$ cat src/rtl/k4_pkg.sv
// k4_pkg: opcodes, FSM states and instruction-field constants shared by the K4 core
package k4_pkg;
  localparam int K4_IW      = 16;
  localparam int K4_OP_LSB  = 12;
  localparam int K4_RD_LSB  = 10;
  localparam int K4_RS_LSB  = 8;
  localparam int K4_IMM_LSB = 0;
  typedef enum logic [3:0] {
    OP_NOP  = 4'd0,
    OP_LDI  = 4'd1,
    OP_MOV  = 4'd2,
    OP_ADD  = 4'd3,
    OP_SUB  = 4'd4,
    OP_OUT  = 4'd5,
    OP_JMP  = 4'd6,
    OP_JC   = 4'd7,
    OP_JZ   = 4'd8,
    OP_HALT = 4'd9
  } k4_op_e;
  typedef enum logic [1:0] {S_IDLE, S_RUN, S_HALT} k4_state_e;
endpackage

$ cat src/rtl/k4_alu.sv
// k4_alu: DW-bit add/subtract with carry-out and zero detect
//   a, b   : operands
//   sub    : 1 = a + ~b + 1 (carry = no borrow), 0 = a + b
//   result : DW-bit modulo result; carry: carry-out; zero: result == 0
module k4_alu #(
  parameter int DW = 8
) (
  input  logic [DW-1:0] a,
  input  logic [DW-1:0] b,
  input  logic          sub,
  output logic [DW-1:0] result,
  output logic          carry,
  output logic          zero
);
  logic [DW:0] sum;
  assign sum    = {1'b0, a} + {1'b0, sub ? ~b : b} + {{DW{1'b0}}, sub};
  assign result = sum[DW-1:0];
  assign carry  = sum[DW];
  assign zero   = result == '0;
endmodule

$ cat src/rtl/k4_core.sv
// k4_core: four-register microcore with writable instruction memory and IDLE/RUN/HALT control
//   clk, reset_n        : clock, asynchronous active-low reset
//   start               : begin at pc 0 (IDLE or HALT only)
//   step                : only with K4_CORE_STEP_EN; gates execution in RUN
//   prog_we/addr/data   : instruction-memory write port (ignored in RUN)
//   out_data, out_valid : OUT result and its one-cycle strobe
//   halted, busy, pc    : FSM in HALT, FSM in RUN, program counter
// Optional feature macro: K4_CORE_STEP_EN
module k4_core
  import k4_pkg::*;
#(
  parameter  int DW         = 8,
  parameter  int IMEM_DEPTH = 16,
  localparam int PCW        = $clog2(IMEM_DEPTH)
) (
  input  logic             clk,
  input  logic             reset_n,
  input  logic             start,
`ifdef K4_CORE_STEP_EN
  input  logic             step,
`endif
  input  logic             prog_we,
  input  logic [PCW-1:0]   prog_addr,
  input  logic [K4_IW-1:0] prog_data,
  output logic [DW-1:0]    out_data,
  output logic             out_valid,
  output logic             halted,
  output logic             busy,
  output logic [PCW-1:0]   pc
);
  k4_state_e        state, state_nxt;
  logic [K4_IW-1:0] imem [IMEM_DEPTH];
  logic [DW-1:0]    regs [4];
  logic [K4_IW-1:0] instr;
  k4_op_e           op;
  logic [1:0]       rd, rs;
  logic [7:0]       imm;
  logic [DW-1:0]    rd_val, rs_val, alu_res, reg_wd;
  logic             alu_c, alu_z, c_q, z_q;
  logic             exec, reg_we, flag_we, flag_clr, out_we;
  logic [PCW-1:0]   pc_nxt;
  assign instr  = imem[pc];
  assign op     = k4_op_e'(instr[K4_OP_LSB +: 4]);
  assign rd     = instr[K4_RD_LSB +: 2];
  assign rs     = instr[K4_RS_LSB +: 2];
  assign imm    = instr[K4_IMM_LSB +: 8];
  assign rd_val = regs[rd];
  assign rs_val = regs[rs];
  assign halted = state == S_HALT;
  assign busy   = state == S_RUN;
`ifdef K4_CORE_STEP_EN
  assign exec = busy && step;
`else
  assign exec = busy;
`endif
  k4_alu #(.DW(DW)) u_alu (
    .a(rd_val),
    .b(rs_val),
    .sub(op == OP_SUB),
    .result(alu_res),
    .carry(alu_c),
    .zero(alu_z)
  );
  // The fetched word is decoded only while executing; everything else holds.
  always_comb begin
    state_nxt = state;
    pc_nxt    = pc;
    reg_we    = 1'b0;
    reg_wd    = alu_res;
    flag_we   = 1'b0;
    flag_clr  = 1'b0;
    out_we    = 1'b0;
    if (state != S_RUN) begin
      if (start) begin
        state_nxt = S_RUN;
        pc_nxt    = '0;
        flag_clr  = 1'b1;
      end
    end else if (exec) begin
      pc_nxt = pc + 1'b1;
      case (op)
        OP_LDI: begin
          reg_we = 1'b1;
          reg_wd = DW'(imm);
        end
        OP_MOV: begin
          reg_we = 1'b1;
          reg_wd = rs_val;
        end
        OP_ADD, OP_SUB: begin
          reg_we  = 1'b1;
          flag_we = 1'b1;
        end
        OP_OUT:  out_we = 1'b1;
        OP_JMP:  pc_nxt = imm[PCW-1:0];
        OP_JC:   pc_nxt = c_q ? imm[PCW-1:0] : pc + 1'b1;
        OP_JZ:   pc_nxt = z_q ? imm[PCW-1:0] : pc + 1'b1;
        OP_HALT: begin
          state_nxt = S_HALT;
          pc_nxt    = pc;
        end
        default: ;
      endcase
    end
  end
  always_ff @(posedge clk or negedge reset_n) begin
    if (!reset_n) begin
      state     <= S_IDLE;
      pc        <= '0;
      c_q       <= 1'b0;
      z_q       <= 1'b0;
      out_data  <= '0;
      out_valid <= 1'b0;
      for (int i = 0; i < 4; i++) regs[i] <= '0;
    end else begin
      state     <= state_nxt;
      pc        <= pc_nxt;
      out_valid <= out_we;
      if (out_we) out_data <= rd_val;
      if (reg_we) regs[rd] <= reg_wd;
      if (flag_clr) begin
        c_q <= 1'b0;
        z_q <= 1'b0;
      end else if (flag_we) begin
        c_q <= alu_c;
        z_q <= alu_z;
      end
    end
  end
  // Program store survives reset so a loaded program can be rerun.
  always_ff @(posedge clk) begin
    if (prog_we && state != S_RUN) imem[prog_addr] <= prog_data;
  end
endmodule

$ cat config.mk
export PLATFORM = sky130hd
export DESIGN_NAME = k4_core
export DESIGN_NICKNAME = d
export VERILOG_FILES = /design/src/rtl/k4_pkg.sv /design/src/rtl/k4_alu.sv /design/src/rtl/k4_core.sv
export SDC_FILE = /design/constraint.sdc
export NUM_CORES = 1
export LEC_CHECK = 0
export CORE_ASPECT_RATIO = 1.25
export CORE_MARGIN = 2
export CORE_UTILIZATION = 27
export CTS_BUF_LIST = sky130_fd_sc_hd__clkbuf_16
export DETAILED_ROUTE_END_ITERATION = 8
export GPL_TIMING_DRIVEN = 0
export HOLD_SLACK_MARGIN = 0.06
export PLACE_DENSITY = 0.53
export SYNTH_ARGS = -nofsm -noshare
export SYNTH_HDL_FRONTEND = slang
export SYNTH_SLANG_ARGS = --single-unit
$ cat constraint.sdc
create_clock -name clk -period 10.26 [get_ports clk]
set_input_delay 1.026 -clock clk [delete_from_list [all_inputs] [get_ports clk]]
set_output_delay 1.026 -clock clk [all_outputs]
set_load 0.05 [all_outputs]
==> results, run 1 <==
- The flow ran to the end, and the final reports show no timing, DRC or antenna violations.
- The critical path contains buffers and inverters numbering 3 combined.
- The share of post-route cells with drive strength above 1 is 0.254.
- Summed over all layers, the routed wires come to 32200 um.
- The slew of the pin with the lowest slew margin is 1.05 ns.
- The maximum number of pins on one net before global-route repair is 38.
- The number of buffers inserted to repair setup after CTS is 0.
- The maximum vdd drop is 0.145 mV.
- The highest net fanout along the worst path is 10.
- Summed over all cells, the static leakage comes to 5.40 nW.
- Yosys instantiated no cell more often than sky130_fd_sc_hd__edfxtp_1.
- In the synthesized netlist the async set-or-reset flop fraction comes to 0.161.
- The post-DP HPWL is 22300 um.
- The worst-case clock buffer depth is 3.
- The overall global routing resource usage is 0.129.
- The cell type with the highest aggregate area in the netlist is sky130_fd_sc_hd__edfxtp_1.
- For the final database, setup skew stands at 0.0149 ns.
- The number of antenna diodes in the final layout is 0.
- The number of max-slew violations in the final report is 0.
- TritonCTS built the clock tree.
- The clock tree root driver cell is sky130_fd_sc_hd__clkbuf_16.
- The weighted congestion at the end of routability-driven global placement is 0.854.
- In this run the cell area of the synthesized design comes to 13100 sq um.
- The setup path with the least slack is of type flip-flop to flip-flop.
- The number of top-level pins is 39.
- The number of antenna violations at the first check in global routing is 0.
- Walking the worst path, the cells encountered are buf_6, buf_6, buf_4, mux2i_1, a221oi_1, a22oi_1, nand4b_4, nor3_4, xor2_1, ha_1, a21oi_1, o21bai_1, a21oi_1, nor2b_1, o21a_1, a2111oi_2, o32ai_2, mux2_1.
- The signed area change from the synthesized netlist to the final layout is 19.5%.
- The critical path arrival is 5.90 ns.
- STA classifies the critical path endpoint as a flip-flop.
- After technology mapping, the gate count stands at 735.
- The register clock-pin slew on the reported worst setup and hold paths is 0.07 ns.
- The path class of the lowest-slack min-delay path is primary input to asynchronous set/reset pin.
- Of the total power, registers draw 0.297.
- The count of synthesis-stage warnings from yosys is 0.
- Across the run, the number of max-cap violations was 0.
- The average cell area after synthesis is 17.9 sq um.
- The unique cell type count in the Yosys netlist is 70.
- For the finished layout, the period the worst path requires is 5.46 ns.
- The data required time of the critical path is 10.70 ns.
- The number of sinks on the clock net is 305.
- The final-layout fill cell count is 4774.
- The critical path's slowest cell is sky130_fd_sc_hd__nor3_4.
- In the synthesized netlist the dominant register cell turns out to be sky130_fd_sc_hd__edfxtp_1.
- Headroom to the max-slew limit came out at 0.300.
- The average vias per placed instance is 4.66.
- The maximum clock frequency is 183 MHz.
- In this run the power density over the cells is 326 nW/um^2.
- The met3 routed wirelength is 1180 um.
- The overall die area is 50400 sq um.
- Across all layers, the routed design uses 6959 vias.
- The clock group share of total power is 0.212.
- Of the total power, combinational logic draws 0.491.
- Setup repair after global routing left no endpoint under its margin.
- The violation count after the first detailed-route iteration is 558.
- In this run the number of H-tree levels came out at 1.
- In the final routed layout, each cell accounts on average for 21.5 um.
- The final number of hold-violating endpoints came to 0.
- The post-synthesis sequential area ratio is 0.679.
- The number of nets in the synthesized netlist is 768.
- The number of buffers added by the clock tree synthesis step is 31.
- Dividing the final minimum period by the clock period gives 0.532.
- The final sum of negative setup slack is 0 ns.
- The number of buffers added on ports is 38.
- The met2 wire length is 16600 um.
- The net count reported at finish is 860.
- The number of hold buffers added after CTS was 0.
- The final number of setup-violating endpoints is 0.
- The number of remaining DRC errors is 0.
- The overall overflow remaining after global route is 0.
- The uppermost signal routing layer after detailed routing is met4.
- The wire length of the first global-routing pass is 48300 um.
- Counting flops and latches in the post-synthesis netlist gives 305.
- The met1 routed wirelength after detailed routing is 13600 um.
- The first TritonRoute pass finished after 5 iterations.
- The quantity of gates resized following cts is 0.
- The post-layout instance area is 15700 sq um.
- The placed instances occupy a cell area of 14700 sq um.
- The number of global-route vias before repair is 7461.
- Summed over all nets, the switching power comes to 2.00 mW.
- The later pin in the worst-skew pair is clocked with a latency of 0.56 ns.
- The placeable core area is 48200 sq um.
- The synthesized design contains 256 enable-type register cells.
- For this configuration, the core starts out at a cell density of 0.272.
- Of the total power, the share spent switching nets is 0.391.
- Yosys attributes the largest share of cell area to sky130_fd_sc_hd__edfxtp_1 59%, sky130_fd_sc_hd__mux4_2 11%, sky130_fd_sc_hd__dfrtp_1 9.3%.
- By count the netlist is led by 256 x sky130_fd_sc_hd__edfxtp_1, 64 x sky130_fd_sc_hd__mux4_2, 53 x sky130_fd_sc_hd__mux2i_1, 49 x sky130_fd_sc_hd__dfrtp_1.
- STA classifies the critical path startpoint as a flip-flop.
- The floorplan has 90 rows.
- The number of routed nets with antenna violations is 0.
- The family of cells with the greatest summed delay on the critical path is compound AO/OA/AOI/OAI gates.
- Of the post-synthesis cell area, the dominant cell type holds 0.585.
- The internal power consumption is 3.11 mW.
- Measured along the y axis, the die boundary spans 251 um.
- In this design, the stage delay of the slowest critical-path cell is 0.57 ns.
- Measured along the x axis, the die boundary spans 201 um.
## stage by stage
stage	setup WS, ns	hold slack (ns)	power [mW]	instances	util
6_report	4.80	0.356	5.11	1494	0.326
5_1_grt	4.33	0.369	5.43	1494	0.326
4_1_cts	4.82	0.341	5.17	1494	0.326
3_5_place_dp	4.82	0.462	4.07	1438	0.305
3_3_place_gp	4.85	0.462	4.04	1417	0.297
2_1_floorplan	5.65	0.479	3.36	735	-
## power by group through the flow
stage	Combinational (mW)	Clock, mW	Sequential (mW)
floorplan	1.77	0	1.59
global placement	2.50	0	1.54
detailed placement	2.52	0	1.55
CTS	2.53	1.12	1.52
global route	2.73	1.17	1.53
finish	2.51	1.08	1.52
## placed cells by master (no fill, tap or decap), types with 6 or more instances in the layout
cell type,Yosys,layout
sky130_fd_sc_hd__clkdlybuf4s50_1,0,37
sky130_fd_sc_hd__clkinv_1,2,9
sky130_fd_sc_hd__mux2_2,28,28
sky130_fd_sc_hd__buf_2,14,15
sky130_fd_sc_hd__a22oi_1,11,11
sky130_fd_sc_hd__edfxtp_1,256,256
sky130_fd_sc_hd__mux4_2,64,64
sky130_fd_sc_hd__xor2_1,8,8
sky130_fd_sc_hd__o21a_1,7,7
sky130_fd_sc_hd__buf_6,5,13
sky130_fd_sc_hd__ha_1,8,8
sky130_fd_sc_hd__clkinv_2,0,7
sky130_fd_sc_hd__inv_1,13,18
sky130_fd_sc_hd__mux2_1,15,15
sky130_fd_sc_hd__nor2_1,33,21
sky130_fd_sc_hd__dfrtp_1,49,49
sky130_fd_sc_hd__mux2i_1,53,53
sky130_fd_sc_hd__buf_8,0,7
sky130_fd_sc_hd__clkbuf_16,0,31
sky130_fd_sc_hd__a221oi_1,6,6
sky130_fd_sc_hd__clkbuf_1,7,7
sky130_fd_sc_hd__xnor2_1,7,7
sky130_fd_sc_hd__nor2_2,1,13
sky130_fd_sc_hd__nand2_1,33,33
sky130_fd_sc_hd__a21oi_1,18,18
## final cells by class
cell class              count  area (sq um)  area share
clock inverters            25           196      0.0125
plain buffers              33           191      0.0122
inverters                  16          60.1     0.00383
well taps                 644           806      0.0514
clock buffers              31           776      0.0494
multi-input cells         381          4020       0.256
flip-flops and latches    305          8910       0.568
repair buffers             59           728      0.0464
## path summary, 6_finish.rpt
kind	depth (start not counted)	slack, ns	startpoint	endpoint
worst max-delay path	18	4.80	pc[0]$_DFFE_PN0P_	regs[15]$_DFFE_PN0P_
worst min register to register	2	0.47	out_data[7]$_DFFE_PN0P_	out_data[7]$_DFFE_PN0P_
min in group clk	2	0.47	out_data[7]$_DFFE_PN0P_	out_data[7]$_DFFE_PN0P_
worst max register to register	18	4.80	pc[0]$_DFFE_PN0P_	regs[15]$_DFFE_PN0P_
max in group asynchronous	2	9.38	reset_n	regs[14]$_DFFE_PN0P_
worst min-delay path	1	0.36	reset_n	regs[27]$_DFFE_PN0P_
## layer usage
metal	global-route usage	up-vias
li1	-	3145
met1	0.161	3623
met2	0.231	144
met3	0.0165	47
met4	0.0393	0
met5	0	-
## sequential cells by signal, summed over array words and instances, names as in the netlist
name / count
z_q: 1
regs: 32
out_valid: 1
state: 2
imem: 256
c_q: 1
out_data: 8
pc: 4
## cells by family (layout without fill, tap and decap cells)
kind of cell | Yosys count | count (layout) | share of synthesized area
XOR/XNOR | 15 | 15 | 0.0100
adder cells (fa/ha/maj) | 9 | 9 | 0.00915
flip-flops | 305 | 305 | 0.679
buffers and inverters | 49 | 164 | 0.0192
AND/OR/NAND/NOR | 110 | 110 | 0.0433
AO/OA/AOI/OAI | 86 | 86 | 0.0516
multiplexers | 161 | 161 | 0.188
No activity file was read; power rests on OpenSTA's default activity.
==> run 2: changes to the inputs <==
--- a/config.mk
+++ b/config.mk
@@ -12,7 +12,7 @@
 export DETAILED_ROUTE_END_ITERATION = 8
 export GPL_TIMING_DRIVEN = 0
 export HOLD_SLACK_MARGIN = 0.06
-export PLACE_DENSITY = 0.53
+export PLACE_DENSITY = 0.55
 export SYNTH_ARGS = -nofsm -noshare
 export SYNTH_HDL_FRONTEND = slang
 export SYNTH_SLANG_ARGS = --single-unit
==> constraint.sdc (replaced) <==
create_clock -name clk -period 4.7 [get_ports clk]
set_input_delay 0.47 -clock clk [delete_from_list [all_inputs] [get_ports clk]]
set_output_delay 0.47 -clock clk [all_outputs]
set_load 0.05 [all_outputs]
==> run 2 against run 1 <==
  * Cell count is 0.74% higher
  * Clock skew is 0.0017 ns lower
  * Maximum frequency is 22% higher
  * Worst hold slack better by 0.073 ns
  * Utilization is 0.42 points higher
  * Setup slack worse by 4.6 ns
  * Non-clock buffer count is 12 higher
  * Global-route usage is 0.19 points lower
  * Clock-buffer cell count stayed put
  * Combinational power is 130% higher
  * Die area stayed put
  * Critical path type unchanged
  * Largest cell class unchanged
  * Largest power group unchanged
==> results, run 2 (synthesis results as in run 1) <==
- The run finished with clean final reports.
- The worst-case clock buffer depth is 3.
- STA classifies the critical path endpoint as a flip-flop.
- The slew of the pin with the lowest slew margin is 0.839 ns.
- The starting density of the core is 0.272.
- In the layout the commonest cells are 256 x sky130_fd_sc_hd__edfxtp_1, 64 x sky130_fd_sc_hd__mux4_2, 52 x sky130_fd_sc_hd__mux2i_1, 46 x sky130_fd_sc_hd__dfrtp_1, 37 x sky130_fd_sc_hd__clkdlybuf4s50_1.
- The site row count is 90.
- The origin of the worst setup path is pc[0]$_DFFE_PN0P_.
- The first global-routing pass estimated 47700 um of wire.
- The clock insertion delay at the later pin of the skew report is 0.56 ns.
- The total wirelength of the detailed-routed design is 31900 um.
- The vertical die dimension is 251 um.
- The number of antenna violations at the first check in global routing is 3.
- Dividing the final minimum period by the clock period gives 0.954.
- Derived from the worst setup path, the maximum achievable clock frequency is 223 MHz.
- Of all nets on the critical path, the largest fanout is 10.
- The cell seen most often among critical-path stages is sky130_fd_sc_hd__buf_8.
- Setup violations remaining at the end of the flow were counted as 0.
- The family of cells with the greatest summed delay on the critical path is compound AO/OA/AOI/OAI gates.
- The overall global routing resource usage is 0.127.
- The total cell area at the placement stage is 14700 sq um.
- The maximum number of pins on one net before global-route repair is 30.
- The critical path arrival is 4.93 ns.
- The number of vias in the routed layout is 7049.
- After detailed placement, the design holds a cell count of 1440.
- The number of global-route vias before repair came to 7388.
- The register-to-register setup slack is 0.22 ns.
- The count of buffer and inverter cells on the critical path is 5.
- The region available for standard cell placement spans 48200 sq um.
- In the final layout, the share of cells above drive strength 1 is 0.294.
- The first-pass detailed-route iteration total is 4.
- The type of the worst setup path is flip-flop to flip-flop.
- In this run the clock root is driven by a sky130_fd_sc_hd__clkbuf_16.
- For the worst setup path, the data required time is 5.14 ns.
- The time the final worst path needs with I/O delays and setup is 4.48 ns.
- The maximum vdd drop is 0.350 mV.
- The launch point of the worst reg-to-reg path is pc[0]$_DFFE_PN0P_.
- In this run, CTS created clock tree buffers numbering 31.
- The overall overflow remaining after global route is 0.
- The destination of the worst register-to-register timing path is regs[23]$_DFFE_PN0P_.
- The average vias per placed instance is 4.68.
- For this design the ratio of total power to cell area is 715 nW/um^2.
- The maximum clock skew at final layout is 0.0132 ns.
- The path class of the tightest hold or removal check is primary input to asynchronous set/reset pin.
- The number of max-slew violations in the final report is 0.
- The register with the most flip-flops in the layout has 256 of them.
- The worst setup path is launched from a flip-flop.
- Relative to the synthesized area, the layout overhead comes to 21.0%.
- For the worst flop-to-flop path, the logic depth is 19.
- The chip width is 201 um.
- The largest registers in the layout are imem (256), regs (32), out_data (8).
- The number of buffers added on ports is 38.
- The number of top-level pins is 39.
- The overall die area is 50400 sq um.
- The critical path depth is 19.
- The weighted congestion at the end of routability-driven global placement is 0.832.
- Counting flops per register, the top entry is imem.
- In the final design database the tool counted 872 nets.
- The final number of hold-violating endpoints is 0.
- The number of max-capacitance violations reported is 0.
- The post-DP HPWL is 22200 um.
- In this run the number of H-tree levels came out at 1.
- The number of sinks on the clock net is 305.
- The slowest stage of the critical path is the sky130_fd_sc_hd__mux4_2 cell.
- The number of remaining DRC errors is 0.
- The endpoint of the worst setup timing path is regs[23]$_DFFE_PN0P_.
- The maximum cell stage delay along the critical path is 0.53 ns.
- The CTS tree is yes.
- Summing all non-filler instances in the final layout gives an area of 15900 sq um.
- Traced cell by cell, the critical path runs through buf_8, buf_8, buf_8, mux4_2, a32oi_1, o21a_2, buf_4, nor3_4, buf_4, xor2_2, ha_1, a21oi_2, o21bai_1, a21oi_2, nor2b_1, o21a_1, a2111oi_4, o32ai_2, mux2_1.
- The count of nets left with antenna violations once routing finished came out at 0.
- The number of cells in the finished layout apart from fillers is 1505.
- The commonest non-fill, non-tap cell in the layout is sky130_fd_sc_hd__edfxtp_1.
- The worst pin sits at a relative slew slack of 0.437.
- The standby leakage power is 5.47 nW.
- The detailed router finished its first iteration with 558 violations.
- The final sum of negative setup slack is 0 ns.
- After detailed routing, the average wire length per cell comes to 21.2 um.
- Clock-pin slew was measured on the worst setup and hold paths at 0.06 ns.
==> run 2: cell type report <==
class / instances / area, sq um
inverters: 16 / 63.8
multi-input cells: 381 / 4140
fillers: 4695 / 32300
repair buffers: 72 / 820
diodes: 1 / 2.50
clock inverters: 23 / 145
flip-flops and latches: 305 / 8920
clock buffers: 31 / 776
plain buffers: 32 / 226
well taps: 644 / 806
==> run 2: routing by layer <==
layer / global-route usage / wire length [um] / vias to the layer above
met1: 0.155 / 13200 / 3680
met4: 0.0384 / 767 / 4
li1: - / - / 3164
met2: 0.229 / 16500 / 154
met5: 0 / 27 / -
met3: 0.0203 / 1440 / 47
==> run 2: what timing repair did <==
item | in CTS | in global routing
endpoints found under the hold margin | 20 | 0
hold buffers | 1 | 0
pin swaps | 1 | 7
endpoints found under the setup margin | 18 | 13
gates resized for setup | 23 | 24
setup buffers | 5 | 5
==> run 2: power by group <==
part / total [mW] / internal, mW / switching, mW
logic: 5.78 / 2.47 / 3.31
registers: 3.31 / 3.17 / 0.146
clock network: 2.26 / 1.25 / 1.01
total: 11.4 / 6.89 / 4.47
==> run 2: worst min path at each step <==
stage                     slack, ns               startpoint                 endpoint
after global routing           0.46                  reset_n     regs[18]$_DFFE_PN0P_
after detailed placement       0.46  out_data[4]$_DFFE_PN0P_  out_data[4]$_DFFE_PN0P_
final                          0.43                  reset_n     regs[27]$_DFFE_PN0P_
after floorplan                0.17                  reset_n          c_q$_DFFE_PN0P_
after CTS                      0.42                  reset_n          z_q$_DFFE_PN0P_
after global placement         0.46  out_data[0]$_DFFE_PN0P_  out_data[0]$_DFFE_PN0P_
==> run 2: stage by stage <==
stage                     hold WS (ns)  setup WS (ns)  power (mW)   util
after global placement           0.464         -0.664        8.81  0.297
after floorplan                  0.174         0.0886        7.34      -
after detailed placement         0.463         -0.672        8.85  0.305
final                            0.428          0.215        11.4  0.330
after global routing             0.459        -0.0160        12.0  0.330
after CTS                        0.424         0.0367        11.3  0.327
==> run 2: worst reg2reg max path: stages, from the launching register on <==
cell and delay (ns):
sky130_fd_sc_hd__dfrtp_2 0.41, sky130_fd_sc_hd__buf_8 0.18, sky130_fd_sc_hd__buf_8 0.19, sky130_fd_sc_hd__buf_8 0.19, sky130_fd_sc_hd__mux4_2 0.54, sky130_fd_sc_hd__a32oi_1 0.23
sky130_fd_sc_hd__o21a_2 0.22, sky130_fd_sc_hd__buf_4 0.19, sky130_fd_sc_hd__nor3_4 0.06, sky130_fd_sc_hd__buf_4 0.17, sky130_fd_sc_hd__xor2_2 0.18, sky130_fd_sc_hd__ha_1 0.21
sky130_fd_sc_hd__a21oi_2 0.18, sky130_fd_sc_hd__o21bai_1 0.11, sky130_fd_sc_hd__a21oi_2 0.20, sky130_fd_sc_hd__nor2b_1 0.07, sky130_fd_sc_hd__o21a_1 0.21, sky130_fd_sc_hd__a2111oi_4 0.37
sky130_fd_sc_hd__o32ai_2 0.16, sky130_fd_sc_hd__mux2_1 0.30
==> run 3: changes to the inputs <==
--- a/config.mk
+++ b/config.mk
@@ -8,7 +8,6 @@
 export CORE_ASPECT_RATIO = 1.25
 export CORE_MARGIN = 2
 export CORE_UTILIZATION = 27
-export CTS_BUF_LIST = sky130_fd_sc_hd__clkbuf_16
 export DETAILED_ROUTE_END_ITERATION = 8
 export GPL_TIMING_DRIVEN = 0
 export HOLD_SLACK_MARGIN = 0.06
==> run 3 against run 2 <==
  * Non-clock buffer count unchanged
  * Final area is the same
  * Sequential power hardly changed
  * Die area unchanged
  * Maximum frequency about the same
  * Combinational power about the same
  * Critical path type unchanged
  * First-iteration DRC count decreased by 0.18%
==> results, run 3 (synthesis results as in run 1) <==
- The flow ran to the end, and the final reports show no timing, DRC or antenna violations.
- The vertical die dimension is 251 um.
- Dividing total power by cell area gives a power density of 715 nW/um^2.
- The register clock-pin slew on the reported worst setup and hold paths is 0.06 ns.
- The global-route track usage on met3 is 0.0203.
- In this run the worst setup path begins at pc[0]$_DFFE_PN0P_.
- Entering global routing, the biggest net connects 30 pins.
- The slew of the pin with the lowest slew margin is 0.845 ns.
- The startpoint kind of the worst setup timing path is a flip-flop.
- The met1 usage in global routing is 0.155.
- The total wirelength of the detailed-routed design is 32000 um.
- After filler insertion, the fill cell instance count of the layout stands at 4695.
- The tool flagged a number of max-cap violations equal to 0.
- The average vias per placed instance is 4.69.
- Of the cells placed in the final design, the portion with a size suffix greater than 1 is 0.294.
- In this design, the stage delay of the slowest critical-path cell is 0.53 ns.
- The layer carrying the most global-route usage is met2.
- The critical path's slowest cell is sky130_fd_sc_hd__mux4_2.
- Leaving out fill and tap cells, the most frequent cell in the layout is sky130_fd_sc_hd__edfxtp_1.
- The time the final worst path needs with I/O delays and setup is 4.48 ns.
- At the worst endpoint, the arrival time is 4.93 ns.
- Measured against its own limit, the worst slew margin works out to 0.433.
- The post-layout instance area is 15900 sq um.
- The register with the most flip-flops in the final layout is imem.
- During I/O placement, the number of pins put on the boundary was 39.
- The final layout contains 872 nets.
- The type of the worst setup path is flip-flop to flip-flop.
- The library cells used most frequently in the layout, excluding fill and tap cells, are 256 x sky130_fd_sc_hd__edfxtp_1, 64 x sky130_fd_sc_hd__mux4_2, 52 x sky130_fd_sc_hd__mux2i_1, 46 x sky130_fd_sc_hd__dfrtp_1, 37 x sky130_fd_sc_hd__clkdlybuf4s50_1.
- The post-DP HPWL is 22200 um.
- Counting every sink on the clock net gives 305.
- The placeable core area is 48200 sq um.
- The maximum clock frequency is 223 MHz.
- TritonCTS built the clock tree.
- From synthesis to final layout, the design area changed by 21.0%.
- The data required time of the critical path is 5.14 ns.
- Clock latency on the worst-skew pair, taken at its later pin, is 0.56 ns.
- The clock passes through at most 3 buffers.
- At the end of routability-driven placement, the weighted congestion stood at 0.832.
- The initial utilization of the core area, before any placement, comes to 0.272.
- The final number of setup-violating endpoints is 0.
- The final sum of negative setup slack is 0 ns.
- The first-pass detailed-route iteration total is 5.
- The cell seen most often among critical-path stages is sky130_fd_sc_hd__buf_8.
- The worst setup path is captured at a flip-flop.
- The flip-flop count of the largest register after layout is 256.
- In this run the critical register-to-register path is launched from pc[0]$_DFFE_PN0P_.
- The first global-routing pass estimated 47700 um of wire.
- In this run the worst hold path is classified as primary input to asynchronous set/reset pin.
- After detailed routing, the average wire length per cell comes to 21.2 um.
- The share of the clock period used by the worst path is 0.954.
- The number of buffers added by the clock tree synthesis step is 31.
- Summed over all cells, the static leakage comes to 5.44 nW.
- The violation count after the first detailed-route iteration is 557.
- The number of remaining DRC errors is 0.
- The highest net fanout along the worst path is 10.
- The chip width is 201 um.
- For met2 alone, demand over resource in global routing was 0.229.
- CTS placed an instance of sky130_fd_sc_hd__clkbuf_16 at the clock tree root.
- The number of max-slew violations in the final report is 0.
- Walking the worst path, the cells encountered are buf_8, buf_8, buf_8, mux4_2, a32oi_1, o21a_2, buf_4, nor3_4, buf_4, xor2_2, ha_1, a21oi_2, o21bai_1, a21oi_2, nor2b_1, o21a_1, a2111oi_4, o32ai_2, mux2_1.
- The overall die area is 50400 sq um.
- Summing all placed instances gives a cell area of 14700 sq um.
- After global routing the overflow that remains totals 0.
- The maximum vdd drop is 0.350 mV.
- Across every metal layer, demand over resource in global routing totals 0.127.
- The number of antenna violations at the first check in global routing is 3.
- The final number of hold-violating endpoints is 0.
- The largest registers in the layout are imem (256), regs (32), out_data (8).
- In this run the number of H-tree levels came out at 1.
- On the final layout, the worst clock skew is 0.0134 ns.
- The initialized floorplan defines 90 standard-cell rows.
- The count of buffers added on input and output ports is 38.
- The number of global-route vias before repair is 7388.
- Overall power consumption after layout is estimated at 11.4 mW.
- Once detail routing completed, the nets flagged for antenna violations numbered 0.
- The detailed router placed 7065 vias in this run.
==> run 3: cell count changes in the layout (fill, tap and decap cells not counted) <==
cell / change
sky130_fd_sc_hd__clkbuf_1: +6
sky130_fd_sc_hd__inv_1: -6
==> run 3: critical path: cells and delay by family, from the launching register on <==
family / cells / cell delay [ns]
buf+inv: 5 / 0.89
simple gates: 2 / 0.13
compound gates: 8 / 1.68
flops: 1 / 0.41
fa+ha+maj: 1 / 0.21
mux: 2 / 0.83
xor+xnor: 1 / 0.18
==> run 3: power breakdown <==
group          switching (mW)  internal (mW)  total (mW)  leakage, nW
clock network            1.01           1.26        2.28        0.446
logic                    3.31           2.47        5.78         2.08
registers               0.146           3.17        3.31         2.92
total                    4.47           6.90        11.4         5.44
==> run 3: worst paths after layout <==
check | endpoint | slack (ns) | depth (start not counted)
worst max-delay path | regs[23]$_DFFE_PN0P_ | 0.22 | 19
max in group asynchronous | regs[1]$_DFFE_PN0P_ | 3.73 | 3
worst min-delay path | z_q$_DFFE_PN0P_ | 0.43 | 2
min in group clk | out_data[4]$_DFFE_PN0P_ | 0.47 | 2
worst max register to register | regs[23]$_DFFE_PN0P_ | 0.22 | 19
worst min register to register | out_data[4]$_DFFE_PN0P_ | 0.47 | 2
==> run 3: cell type report <==
class / count / area [sq um] / area share
clock inverters: 17 / 123 / 0.00772
flip-flops and latches: 305 / 8920 / 0.561
repair buffers: 72 / 820 / 0.0516
diodes: 1 / 2.50 / 0.000157
well taps: 644 / 806 / 0.0507
inverters: 16 / 63.8 / 0.00402
multi-input cells: 381 / 4140 / 0.260
clock buffers: 37 / 798 / 0.0502
plain buffers: 32 / 226 / 0.0143
==> run 3: stage by stage <==
step | hold slack (ns) | utilization | setup slack (ns) | cells
after floorplan | 0.174 | - | 0.0886 | 735
after global placement | 0.464 | 0.297 | -0.664 | 1417
after detailed placement | 0.463 | 0.305 | -0.672 | 1440
after CTS | 0.424 | 0.327 | 0.0367 | 1499
after global routing | 0.459 | 0.330 | -0.0160 | 1505
final | 0.429 | 0.330 | 0.215 | 1505
==> run 3: repair_timing <==
action                     in CTS  in global routing
pin swaps                       1                  7
gates resized for setup        23                 24
hold endpoints to repair       20                  0
setup buffers                   5                  5
hold buffers                    1                  0
setup endpoints to repair      18                 13
==> run 3: layer usage <==
metal / wire length (um) / up-vias
met4: 767 / 4
met1: 13200 / 3691
met2: 16500 / 155
met3: 1410 / 47
met5: 27 / -
li1: - / 3168
